$ cat config.mk
export PLATFORM = sky130hd
export DESIGN_NAME = seq_chunk_adder
export DESIGN_NICKNAME = d
export VERILOG_FILES = /design/src/rtl/seq_chunk_adder.sv
export SDC_FILE = /design/constraint.sdc
export NUM_CORES = 1
export LEC_CHECK = 0
export ABC_AREA = 0
export CORE_ASPECT_RATIO = 1.1
export CORE_UTILIZATION = 48
export CTS_CLUSTER_SIZE = 28
export DETAILED_ROUTE_END_ITERATION = 16
export GPL_TIMING_DRIVEN = 0
export PLACE_DENSITY = 0.76
export SYNTH_ARGS = -nofsm -noshare
export SYNTH_HDL_FRONTEND = slang
export SYNTH_SLANG_ARGS = --single-unit
$ cat constraint.sdc
create_clock -name clk -period 3.66 [get_ports clk]
set_clock_uncertainty 0.15 [all_clocks]
set_input_delay 0.366 -clock clk [delete_from_list [all_inputs] [get_ports clk]]
set_output_delay 0.366 -clock clk [all_outputs]
set_load 0.01 [all_outputs]
$ cat src/rtl/seq_chunk_adder.sv
// Multi-cycle adder/subtractor: processes CHUNK bits per clock with the carry kept in a register.
// Latency N+1 cycles from the start edge to done; start is ignored while busy.
module seq_chunk_adder #(
    parameter int WIDTH = 16,
    parameter int CHUNK = 4
) (
    input  logic             clk,
    input  logic             rst,
    input  logic             start,
    input  logic [WIDTH-1:0] a,
    input  logic [WIDTH-1:0] b,
    input  logic             cin,
    input  logic             sub,
    output logic             busy,
    output logic             done,
    output logic [WIDTH-1:0] sum,
    output logic             cout,
    output logic             ovf
);

    localparam int N  = (CHUNK > 0) ? WIDTH / CHUNK : 1;
    localparam int CW = (N > 1) ? $clog2(N) : 1;

    if (WIDTH < 1 || CHUNK < 1 || CHUNK > WIDTH || (WIDTH % CHUNK) != 0) begin : g_bad_params
        $error("seq_chunk_adder: WIDTH must be a positive multiple of CHUNK");
    end

    typedef enum logic [1:0] {
        IDLE = 2'd0,
        RUN  = 2'd1,
        FIN  = 2'd2
    } state_t;

    state_t           state_q, state_d;
    logic [WIDTH-1:0] opa_q, opa_d;
    logic [WIDTH-1:0] opb_q, opb_d;
    logic [WIDTH-1:0] sum_q, sum_d;
    logic [CW-1:0]    cnt_q, cnt_d;
    logic             carry_q, carry_d;
    logic             cmsb_q, cmsb_d;
    logic             cout_q, cout_d;
    logic             ovf_q, ovf_d;
    logic             done_q, done_d;

    logic [CHUNK-1:0] chunk_a;
    logic [CHUNK-1:0] chunk_b;
    logic [CHUNK:0]   chunk_res;
    logic             last_chunk;

    // Operands shift right each RUN cycle so the active chunk is always at the bottom,
    // and results shift in from the top so chunk k lands at bits [k*CHUNK +: CHUNK].
    always_comb begin
        chunk_a    = opa_q[CHUNK-1:0];
        chunk_b    = opb_q[CHUNK-1:0];
        chunk_res  = {1'b0, chunk_a} + {1'b0, chunk_b} + {{CHUNK{1'b0}}, carry_q};
        last_chunk = (cnt_q == CW'(N - 1));

        state_d = state_q;
        opa_d   = opa_q;
        opb_d   = opb_q;
        sum_d   = sum_q;
        cnt_d   = cnt_q;
        carry_d = carry_q;
        cmsb_d  = cmsb_q;
        cout_d  = cout_q;
        ovf_d   = ovf_q;
        done_d  = 1'b0;

        case (state_q)
            IDLE: begin
                if (start) begin
                    opa_d   = a;
                    opb_d   = sub ? ~b : b;
                    carry_d = cin ^ sub;
                    cnt_d   = '0;
                    state_d = RUN;
                end
            end
            RUN: begin
                opa_d   = opa_q >> CHUNK;
                opb_d   = opb_q >> CHUNK;
                sum_d   = WIDTH'({chunk_res[CHUNK-1:0], sum_q} >> CHUNK);
                carry_d = chunk_res[CHUNK];
                cnt_d   = cnt_q + CW'(1);
                if (last_chunk) begin
                    // sum bit = a ^ b ^ carry_in, so the carry into the MSB falls out directly
                    cmsb_d  = chunk_res[CHUNK-1] ^ chunk_a[CHUNK-1] ^ chunk_b[CHUNK-1];
                    state_d = FIN;
                end
            end
            FIN: begin
                done_d  = 1'b1;
                cout_d  = carry_q;
                ovf_d   = cmsb_q ^ carry_q;
                state_d = IDLE;
            end
            default: state_d = IDLE;
        endcase
    end

    always_ff @(posedge clk or posedge rst) begin
        if (rst) begin
            state_q <= IDLE;
            opa_q   <= '0;
            opb_q   <= '0;
            sum_q   <= '0;
            cnt_q   <= '0;
            carry_q <= 1'b0;
            cmsb_q  <= 1'b0;
            cout_q  <= 1'b0;
            ovf_q   <= 1'b0;
            done_q  <= 1'b0;
        end else begin
            state_q <= state_d;
            opa_q   <= opa_d;
            opb_q   <= opb_d;
            sum_q   <= sum_d;
            cnt_q   <= cnt_d;
            carry_q <= carry_d;
            cmsb_q  <= cmsb_d;
            cout_q  <= cout_d;
            ovf_q   <= ovf_d;
            done_q  <= done_d;
        end
    end

    assign busy = (state_q != IDLE);
    assign done = done_q;
    assign sum  = sum_q;
    assign cout = cout_q;
    assign ovf  = ovf_q;

endmodule

* After elaboration in Yosys (flattened, before gate mapping)
Index checks and enable logic that the tools add are counted.
Cells by class: add/sub/neg operators 3, equality and inequality tests 5, muxes and demuxes 13, bitwise logic cells 5, reduce and logical (&&, ||, !) cells 6
Operators by type and width (number):
- $pmux 16 s2 | 2
- $mux 16 | 3
- $not 16->16 | 1
- $pmux 2 s2 | 2
- $mux 2 | 3
- $reduce_and 2->1 | 3
- $add 4x4->5 | 1
- $add 5x1->5 | 1
- $eq 2x2->1 const B | 2
- $ne 2x2->1 const B | 2
- $reduce_bool 2->1 | 2
- $xor 1x1->1 | 4
- $add 2x1->2 const B | 1
- $eq 2x1->1 const B | 1
- $logic_not 2->1 | 1
- $mux 1 | 2
- $pmux 1 s2 | 1
Storage, ports and cells: register bits after elaboration 57, bits of input ports 37, output and inout port bits 20, logic and storage cells 42

* Depth between registers and ports, before layout
depth in word-level cells 4, mapped depth 6, depth with buffers taken out 5

* Worst setup path before layout
No wires, ideal clock.
path type register -> register, start point register opa_q[0], end point register carry_q, arrival time 1.589 ns, setup slack 1.796 ns, cell stages (with the launch flop) 6, cells stage by stage dfrtp_1 fa_1 fa_1 a21o_1 a21oi_1 o31ai_1
On the way: word-level cells in the longest chain between the ends 3
Ends and longest elaborated chain:
- from (decl) | RTL line 35 | logic [WIDTH-1:0] opa_q, opa_d;
- from (signal assigned) | RTL line 115 | opa_q <= opa_d;
- $add 4x4->5 | RTL line 55 | chunk_res = {1'b0, chunk_a} + {1'b0, chunk_b} + {{CHUNK{1'b0}}, carry_q};
- $add 5x1->5 | RTL line 55
- $pmux 1 s2 | RTL line 69 | case (state_q)
- to (signal assigned) | RTL line 119 | carry_q <= carry_d;
- to (decl) | RTL line 39 | logic carry_q, carry_d;
Every way passes these cells. A chain may end at the register's enable or synchronous reset.

* Worst setup path in the final report
start point register state_q[0], end point output busy
On the way: word-level cells in the longest chain between the ends 1
Ends and longest elaborated chain:
- from (decl) | RTL line 34 | state_t state_q, state_d;
- from (signal assigned) | RTL line 114 | state_q <= state_d;
- $reduce_bool 2->1 | RTL line 127 | assign busy = (state_q != IDLE);
- to (decl) | RTL line 14 | output logic busy,
Every way passes these cells.

==> summary.txt <==
GRT Util Overall: 0.214
First-pass GRT wire length: 9660 um
MaxCap Viol Count: 0
Total chip power: 3060 uW
Tmin final: 2210 ps
Outcome: completed
Crit path kind: reg2out
Number of synthesized flops with an enable pin: 0
Area Overhead vs Synth: 31.0%
GRT met2 Usage: 0.363
Leak: 0.00163 uW
Synth area leaders: dfrtp_1 51%, nand2_1 8.5%, a21oi_1 5.1%
Worst Path Arrival: 1690 ps
Vias in the first global route: 2,130
Setup ws final: 1450 ps
Layout cell share with drive strength beyond 1: 0.108
Met1 Usage GRT: 0.263
Ys async rst share: 1.00
CP Buf/Inv Count: 2
Worst-path cell chain: buf_4, or2_2, clkdlybuf4s50_1
Post-synthesis cell count: 281
Post-Place Setup Slack: 1680 ps
Critical Path RT: 3140 ps
Die area: 6090 sq um
Largest net degree at the start of global routing: 38
Post-synthesis register bit count: 57
Cell family with most CP delay: buffers and inverters
Most used DFF post-synth: dfrtp_1
Multi-input gate area: 1220 sq um
Slew headroom: 0.697
Root buffer cell: clkbuf_8
Post-Syn Area: 2770 sq um
Final hold vios: 0
Initial antenna violation count: 0
Min-delay worst type: in2async
TNS Setup: 0 ps
Tightest Pin Transition: 453 ps
Post-Syn Nets: 324
Clk pin slew, worst setup/hold paths: 70 ps
# Post-CTS Setup Buffers: 0
Via density: 5.07
Placer Congestion: 0.844
CTS tree: yes
Worst-Skew Late Latency: 340 ps
HPWL after DPL: 4140 um
Post-CTS sizing: 0
M3 GR Usage: 0.0380
Max-slew violations: 0
RSZ-0062 raised after global routing: no
Worst Path Max Fanout: 10
TritonCTS Buffers: 9
Synth top area share: 0.514
Vias: 2,164
Port bufs: 55
Clock tree sinks: 57
Commonest non-fill, non-tap cell in the layout: nand2_1
Die X: 74.5 um
Yosys top cell by area: dfrtp_1
Max frequency: 453 MHz
Longest Clk Path Bufs: 2
Worst vdd ir: 0.346 mV
Drt total wl: 5630 um
Initial DRT Pass Iterations: 4
Standard-cell row count: 28
Synth Warn #: 0
Detailed Route Iter0 Violations: 89
Post-cts hold buffer count: 0
Htree depth: 3
Fillers: 461
# DRC: 0
PwrDens: 843 nW/um^2
Syn Area/Cell: 9.87 sq um
Largest stage delay on the critical path: 490 ps
Final Net Count: 391
Grt ovf: 0
Initial Util: 0.508
Period utilization: 0.603
GR peak layer: met2
DIE HEIGHT: 81.7 um
Num ports: 57
Commonest non-fill, non-tap cells in the layout: 63 x nand2_1, 57 x dfrtp_1, 55 x clkdlybuf4s50_1
Post-detailed-route wirelength per cell: 13.2 um
Core area: 5470 sq um
Critical path's slowest cell: clkdlybuf4s50_1
Sequential area share after synthesis: 0.514
Critical Path Source Type: register
Diode count: 0
Final setup viols: 0
Antenna Nets Post-Route: 0
FF+latch area: 1430 sq um
Yosys cell types: 29
Crit path capture type: output port
per-layer routing:
| layer | wire [um] | vias to the layer above |
|---|---|---|
| met4 | 97 | 0 |
| met1 | 2530 | 1020 |
| met2 | 2820 | 54 |
| met3 | 184 | 11 |
| met5 | 0 | - |
| li1 | - | 1079 |
state kept, by name, summed over array words and instances, names as in the netlist:
| name | count |
|---|---|
| opa_q | 16 |
| opb_q | 16 |
| sum | 16 |
| cnt_q | 2 |
| state_q | 2 |
| carry_q | 1 |
| cmsb_q | 1 |
| cout | 1 |
| done | 1 |
| ovf | 1 |
worst register-to-register path: cells and delay by family, from the launching register on:
kind            cells  cell delay [ps]
compound gates      3              430
flops               1              420
fa+ha+maj           2              880
layout make-up:
| class | instances | share of cell area |
|---|---|---|
| sequential | 57 | 0.393 |
| clock inverter | 3 | 0.0110 |
| clock buffer | 12 | 0.0427 |
| multi-input combinational | 200 | 0.335 |
| buffer | 19 | 0.0310 |
| timing repair buffer | 56 | 0.157 |
| tap | 75 | 0.0258 |
| inverter | 5 | 0.00517 |
final timing paths:
kind                       startpoint         to  slack (ps)  cells past startpoint
min                               rst       done         210                      2
min in group clk               sum[2]     sum[2]         320                      2
max in group asynchronous         rst  opb_q[13]        2600                      3
max                        state_q[0]       busy        1450                      3
min reg2reg                    sum[2]     sum[2]         320                      2
max reg2reg                  opa_q[0]    carry_q        1670                      5
where the power goes:
part | switching [uW] | total (uW) | internal [uW]
logic | 684 | 1380 | 695
clock network | 242 | 587 | 345
registers | 188 | 1100 | 909
total | 1110 | 3060 | 1950
synth_stat cells, types with 2 or more instances:
library cell / n
nand2_1: 63
dfrtp_1: 57
a21oi_1: 28
xnor2_1: 16
nor2b_1: 13
buf_2: 12
nor3b_1: 12
o22a_1: 12
o21ai_0: 11
o21ai_1: 8
a22o_1: 7
xor2_1: 7
ha_1: 4
inv_1: 4
nor2_1: 4
buf_4: 3
nand2b_1: 3
a21o_1: 2
a22oi_1: 2
buf_6: 2
clkbuf_1: 2
fa_1: 2
through the flow:
stage	hold WS [ps]	util	std cells	instance area [sq um]
2_1_floorplan	299	-	281	2770
3_3_place_gp	308	0.625	411	3420
3_5_place_dp	312	0.629	412	3440
4_1_cts	220	0.665	427	3630
5_1_grt	267	0.665	427	3630
6_report	212	0.665	427	3630
logic make-up after synthesis:
group           count (synthesis)  share of synthesized area
compound gates                 71                      0.158
xor+xnor                       23                     0.0726
fa+ha+maj                       6                     0.0325
buf+inv                        24                     0.0474
flops                          57                      0.514
mux                             1                    0.00406
simple gates                   99                      0.171
Power figures use the tool's default switching activity.
